## src/rtl/rr_arb_4.sv

```systemverilog
`default_nettype none
// ============================================================================
// Module   : rr_arb_4
// Brief    : 4-requester round-robin arbiter with hold limit, driving a 4:1
//            mux select and a one-hot grant back to the requesters.
// Revision : 1.0
// ============================================================================
module rr_arb_4 #(
    parameter int MAX_HOLD = 8
) (
    input  logic       clk,
    input  logic       rst_n,
    input  logic [3:0] req,
    input  logic       done,
    output logic [1:0] sel,
    output logic [3:0] grant,
    output logic       busy,
    output logic       timeout
);

    typedef enum logic [0:0] {
        IDLE  = 1'b0,
        GRANT = 1'b1
    } state_t;

    localparam logic [7:0] c_hold_lim = 8'(MAX_HOLD - 1);

    state_t     r_state, w_state_nxt;
    logic [1:0] r_ptr, w_ptr_nxt;
    logic [7:0] r_hold, w_hold_nxt;
    logic [1:0] r_sel, w_sel_nxt;
    logic [3:0] r_grant, w_grant_nxt;
    logic       r_busy, w_busy_nxt;
    logic       r_timeout, w_timeout_nxt;

    logic       w_at_limit;
    logic       w_release;
    logic       w_limit_only;
    logic [1:0] w_ptr_eff;
    logic [1:0] w_cand;
    logic [1:0] w_win;
    logic       w_found;

    assign w_at_limit   = (r_hold == c_hold_lim);
    assign w_release    = (r_state == GRANT) && (done || !req[r_sel] || w_at_limit);
    assign w_limit_only = (r_state == GRANT) && !done && req[r_sel] && w_at_limit;

    // A releasing holder re-arbitrates this same edge with itself as lowest priority.
    assign w_ptr_eff = w_release ? (r_sel + 2'd1) : r_ptr;

    always_comb begin
        w_found = 1'b0;
        w_win   = 2'd0;
        w_cand  = 2'd0;
        for (int k = 0; k < 4; k++) begin
            w_cand = w_ptr_eff + 2'(k);
            if (!w_found && req[w_cand]) begin
                w_found = 1'b1;
                w_win   = w_cand;
            end
        end
    end

    always_comb begin
        w_state_nxt   = r_state;
        w_ptr_nxt     = r_ptr;
        w_hold_nxt    = r_hold;
        w_sel_nxt     = r_sel;
        w_grant_nxt   = r_grant;
        w_busy_nxt    = r_busy;
        w_timeout_nxt = 1'b0;
        case (r_state)
            IDLE: begin
                if (w_found) begin
                    w_state_nxt = GRANT;
                    w_sel_nxt   = w_win;
                    w_grant_nxt = 4'b0001 << w_win;
                    w_busy_nxt  = 1'b1;
                    w_hold_nxt  = 8'd0;
                end
            end
            GRANT: begin
                if (w_release) begin
                    w_ptr_nxt     = r_sel + 2'd1;
                    w_timeout_nxt = w_limit_only;
                    w_hold_nxt    = 8'd0;
                    if (w_found) begin
                        w_sel_nxt   = w_win;
                        w_grant_nxt = 4'b0001 << w_win;
                    end else begin
                        // sel keeps the last index so the mux output stays put.
                        w_state_nxt = IDLE;
                        w_grant_nxt = 4'b0000;
                        w_busy_nxt  = 1'b0;
                    end
                end else begin
                    w_hold_nxt = r_hold + 8'd1;
                end
            end
            default: begin
                w_state_nxt = IDLE;
                w_grant_nxt = 4'b0000;
                w_busy_nxt  = 1'b0;
            end
        endcase
    end

    always_ff @(posedge clk or negedge rst_n) begin
        if (!rst_n) begin
            r_state   <= IDLE;
            r_ptr     <= 2'd0;
            r_hold    <= 8'd0;
            r_sel     <= 2'd0;
            r_grant   <= 4'b0000;
            r_busy    <= 1'b0;
            r_timeout <= 1'b0;
        end else begin
            r_state   <= w_state_nxt;
            r_ptr     <= w_ptr_nxt;
            r_hold    <= w_hold_nxt;
            r_sel     <= w_sel_nxt;
            r_grant   <= w_grant_nxt;
            r_busy    <= w_busy_nxt;
            r_timeout <= w_timeout_nxt;
        end
    end

    assign sel     = r_sel;
    assign grant   = r_grant;
    assign busy    = r_busy;
    assign timeout = r_timeout;

endmodule
`default_nettype wire

```

## config.mk

```make
export PLATFORM = sky130hd
export DESIGN_NAME = rr_arb_4
export DESIGN_NICKNAME = d
export VERILOG_FILES = /design/src/rtl/rr_arb_4.sv
export SDC_FILE = /design/constraint.sdc
export NUM_CORES = 1
export LEC_CHECK = 0
export BUFFER_PORTS_ARGS = -buffer_cell sky130_fd_sc_hd__buf_2
export CORE_ASPECT_RATIO = 1.1
export CORE_MARGIN = 2
export CORE_UTILIZATION = 55
export CTS_BUF_LIST = sky130_fd_sc_hd__clkbuf_16
export DETAILED_ROUTE_END_ITERATION = 7
export MAX_ROUTING_LAYER = met4
export PLACE_DENSITY = 0.81
export SYNTH_ARGS = -nofsm -noshare
export SYNTH_HDL_FRONTEND = slang
export SYNTH_SLANG_ARGS = --single-unit
```

## constraint.sdc

```tcl
create_clock -name clk -period 2.7 [get_ports clk]
set_input_delay 0.54 -clock clk [delete_from_list [all_inputs] [get_ports clk]]
set_output_delay 0.54 -clock clk [all_outputs]
set_load 0.05 [all_outputs]
```

======== Word level (Yosys, flattened, before mapping) ========
Index checks and enable logic that the tools add are counted.
word-level totals
  flip-flop bits (word level) ............. 19
  bits of input ports ..................... 7
  output and inout bits ................... 8
  logic and storage cells ................. 77
operators by class
  add/sub/neg operators ................... 5
  order comparisons ....................... 5
  equal/unequal tests ..................... 4
  shifts and indexed selects .............. 1
  multiplexer cells ....................... 38
  bitwise gates (word level) .............. 1
  reductions and logical operators ........ 16
operators with widths
  cell                 count
  $mux 1               16
  $mux 8               2
  $pmux 8 s2           1
  $lt 2x3->1 const B   5
  $mux 2               7
  $mux 4               3
  $bmux 1 s2           5
  $add 8x1->8 const B  1
  $eq 8x3->1 const B   1
  $pmux 4 s2           1
  $logic_and 1x1->1    7
  $logic_not 1->1      5
  $add 2x1->2 const B  2
  $add 2x2->2 const B  2
  $ne 2x2->1 const B   2
  $pmux 1 s2           2
  $pmux 2 s2           1
  $shl 1x2->4 const A  1
  $reduce_and 3->1     1
  $logic_or 1x1->1     2
  $ne 2x1->1 const B   1
  $reduce_and 2->1     1
  $not 1->1            1

======== Depth between registers and ports, before layout ========
  word-level depth ........................ 23
  depth in mapped cells ................... 8
  mapped depth without buffers ............ 7

======== Worst setup path before layout ========
Ideal clock, no wire load.
  path kind ............................... register -> register
  start point ............................. register r_sel[0], in the netlist sel[0]
  end point ............................... register r_sel[0], in the netlist sel[0]
  setup time .............................. 0.125 ns
  data arrival time ....................... 2.434 ns
  required time ........................... 2.575 ns
  path slack .............................. 0.141 ns
  stages on the path, launching flop included .. 7
  buffers on the path ..................... 0
  period minus slack after synthesis ...... 2.559 ns
  cells stage by stage .................... dfrtp_1 > mux4_2 > a211o_2 > nand3_4 > mux2i_1 > a221oi_4 > mux2_2
on the way
  longest elaborated chain between the ends .. 22
  elaborated cells between the ends (all ways) .. 37
  those cells by class .................... 4 x add/sub; 1 x eq/ne; 22 x mux; 10 x reduce/logical
RTL lines
  what                                                  RTL line  text
  start, declared                                       31        logic [1:0] r_sel, w_sel_nxt;
  start signal, assigned                                121       r_sel <= w_sel_nxt;
  branches (longest 22 deep; another with $add 2x1->2)  --
Parallel ways; which one is timed is not known. The select of a mux whose other input is x is not followed.
A chain may end at the register's enable or synchronous reset.

======== Worst setup path in the final report ========
  start point ............................. register r_hold[3]
  end point ............................... register r_sel[0], in the netlist sel[0]
on the way
  longest elaborated chain between the ends .. 19
  elaborated cells between the ends (all ways) .. 33
  those cells by class .................... 3 x add/sub; 2 x eq/ne; 20 x mux; 8 x reduce/logical
RTL lines
  what                                                  RTL line  text
  start, declared                                       30        logic [7:0] r_hold, w_hold_nxt;
  start signal, assigned                                120       r_hold <= w_hold_nxt;
  $eq 8x3->1 *                                          44        assign w_at_limit = (r_hold == c_hold_lim);
  $logic_or 1x1->1 *                                    45        assign w_release = (r_state == GRANT) && (done || !req[r_sel] || w_at_limit);
  $logic_and 1x1->1 *                                   45
  branches (longest 16 deep; another with $add 2x1->2)  --
Mark *: on every way between the ends. The select of a mux whose other input is x is not followed.

==> impl_metrics.env <==
export IMPL_finish_instance_area_um2=1277
export IMPL_fin_setup_tns_ps=0
export IMPL_finalWirelength_um=2346
export IMPL_drv_slew=0
export IMPL_clockRootBuffer="clkbuf_16"
export IMPL_die_h_um=50.55
export IMPL_numCtsBuffers=3
export IMPL_grt_pass1_vias=885
export IMPL_drc=0
export IMPL_overflow=0
export IMPL_crit_required_ps=2840
export IMPL_p_per_area_nw_per_um2=1061
export IMPL_cts_tree="done"
export IMPL_postCtsHoldBufs=0
export IMPL_coreArea_um2=1822
export IMPL_dr_pass1_iters=4
export IMPL_routedWlPerCell_um=15.54
export IMPL_antenna_cells=0
export IMPL_drive_gt1_share_pct=28.23
export IMPL_vias=925
export IMPL_fmax_mhz=403.1
export IMPL_track_usage_pct=23.80
export IMPL_n_fill_cell=140
export IMPL_synth_cell_types=43
export IMPL_grt_max_degree=20
export IMPL_start_util_pct=59.48
export IMPL_rsz0062_at_grt="no"
export IMPL_dpl_cell_area_um2=1191
export IMPL_antenna_found_initial=0
export IMPL_die_width_um=46.32
export IMPL_fin_nets=133
export IMPL_path_max_fanout=8
export IMPL_portBuffers=14
export IMPL_r2r_slack_ps=220
export IMPL_seq_area_frac_synth_pct=43.88
export IMPL_status="finished clean"
export IMPL_fin_ws_ps=219.3
export IMPL_yosys_warnings=0
export IMPL_htree_levels=1
export IMPL_cp_startpoint="r_hold[3]"
export IMPL_synth_top_area_cell="dfrtp_1"
export IMPL_dieArea_um2=2341
export IMPL_period_needed_ps=2481
export IMPL_leakagePower_nw=0.5969
export IMPL_critical_path_arrival_ps=2620
export IMPL_gp_congestion=0.8950
export IMPL_setup_violations=0
export IMPL_synth_top_area_share_pct=43.88
export IMPL_hold_viol=0
export IMPL_viasPerCell=6.126
export IMPL_dp_hpwl_um=1721
export IMPL_final_cell_mix="dfrtp_1, buf_2, o21ai_0"
export IMPL_post_route_period_util_pct=91.88
export IMPL_syn_to_final_growth_pct=17.90
export IMPL_power_share_combinational_pct=47.1
export IMPL_worst_pin_slew_ps=547.6
export IMPL_synthCells=106
export IMPL_grt_pass1_wl_um=3960
export IMPL_peakVddDrop_v=0.0008419
export IMPL_pre_cts_slack_ps=122.7
export IMPL_worstSkewPairLatency_ps=250
export IMPL_avgSynthCellArea_um2=10.22
export IMPL_ios=15
export IMPL_rows=16
export IMPL_start_kind="flop"
export IMPL_power_share_clock_pct=22.7
export IMPL_maxCapViolCount=0
export IMPL_seq_area_um2=475.5
export IMPL_fin_skew_ps=1.933
export IMPL_r2r_start="r_hold[3]"
export IMPL_ant_nets=0
export IMPL_syn_area_um2=1084
export IMPL_ys_ff_latch=19
export IMPL_min_path_type="in -> async"
export IMPL_synth_nets=114
export IMPL_clk_pin_slew_ps=60
export IMPL_p_int_uw=779.8
export IMPL_placed_cells=147
export IMPL_maxSlewHeadroom_pct=63.11
export IMPL_switchingPower_uw=576.1
export IMPL_clock_sinks=19
export IMPL_drt_iter0_drc=41
export IMPL_multiInputGateArea_um2=588.1
export IMPL_critPathKind="reg -> reg"
export IMPL_swShare_pct=42.49
export IMPL_finalPower_mw=1.356
export IMPL_layout_cells_most_common="dfrtp_1"
export IMPL_synth_area_leaders="dfrtp_1, o21ai_0, nor2_1"
export IMPL_clockBufferDepth=2
export IMPL_pwr_share_seq_pct=30.2
export IMPL_cp_end_kind="flop"
export IMPL_final_instance_count_excl_fill=151
==> cell type report <==
class	instances	area share, %
sequential	19	37.22
clock inverter	1	0.3918
inverter	6	1.763
multi-input combinational	80	46.03
timing repair buffer	15	6.072
tap	27	2.644
clock buffer	3	5.877
==> power groups by stage <==
stage | Combinational, mW | Sequential, mW | Clock (mW)
2_1_floorplan | 0.363 | 0.544 | 0
3_3_place_gp | 0.617 | 0.408 | 0
3_5_place_dp | 0.632 | 0.412 | 0
4_1_cts | 0.634 | 0.409 | 0.307
5_1_grt | 0.693 | 0.418 | 0.320
6_report | 0.639 | 0.409 | 0.308
==> layer usage <==
metal	vias up	global-route usage (%)	routed length, um
li1	436	-	-
met1	448	32.63	1035
met2	37	35.65	1170
met3	4	3.597	123
met4	0	8.095	17
met5	-	-	0
==> flip-flops by register name (all words and copies together), names as in the netlist <==
register	flops
timeout	1
r_ptr	2
r_state	1
r_hold	8
busy	1
sel	2
grant	4
==> stage by stage <==
step                      util [%]  hold WS (ps)
after floorplan                  -         244.4
after global placement       65.38         454.9
after detailed placement     65.38         465.5
after CTS                    69.78         232.0
after global routing         70.12         256.1
final                        70.12         216.3
==> Yosys cell counts, drive strengths merged <==
| cell type | count |
|---|---|
| or3 | 1 |
| mux2i | 1 |
| a21oi | 2 |
| nor2 | 10 |
| nand2b | 4 |
| mux4 | 1 |
| a211o | 1 |
| a32o | 1 |
| maj3 | 1 |
| a221oi | 1 |
| nand4 | 1 |
| o41a | 1 |
| and3 | 3 |
| o2111ai | 2 |
| nor4 | 2 |
| a22o | 3 |
| a211oi | 1 |
| inv | 6 |
| and2 | 1 |
| mux2 | 1 |
| nand3 | 6 |
| nor3 | 1 |
| or2b | 1 |
| and4b | 1 |
| a21o | 1 |
| nand2 | 8 |
| nand3b | 1 |
| ha | 1 |
| clkbuf | 1 |
| dfrtp | 19 |
| o41ai | 1 |
| o31ai | 3 |
| o32a | 1 |
| o2bb2ai | 1 |
| or2 | 1 |
| or4 | 2 |
| xnor2 | 1 |
| o21ai | 12 |
==> critical path, cell delays in order (launching register included) <==
cell and delay, ps:
dfrtp_1 420, or4_4 600, o41a_1 480, nand3_4 160
mux2i_1 310, a221oi_4 120, mux2_2 270
==> worst paths after layout <==
| check | endpoint | cells after the start |
|---|---|---|
| worst max-delay path | sel[0] | 6 |
| worst min-delay path | grant[1] | 1 |
| worst max register to register | sel[0] | 6 |
| worst min register to register | grant[2] | 2 |
| max in group asynchronous | grant[0] | 1 |
| min in group clk | grant[2] | 2 |
==> cells by family after synthesis <==
kind of cell	Yosys count	share of synthesized area, %
adders and majority gates	2	2.078
AOI/OAI and AO/OA	31	23.79
muxes	3	4.041
xor gates and xnor gates	1	0.8085
buffers and inverters	7	2.424
and+or+nand+nor	43	22.98
DFF	19	43.88
==> timing repair <==
action / CTS / global route
resized for setup: 0 / 1
setup buffers: 0 / 0
endpoints found under the setup margin: 0 / 1
Power figures use the tool's default switching activity.
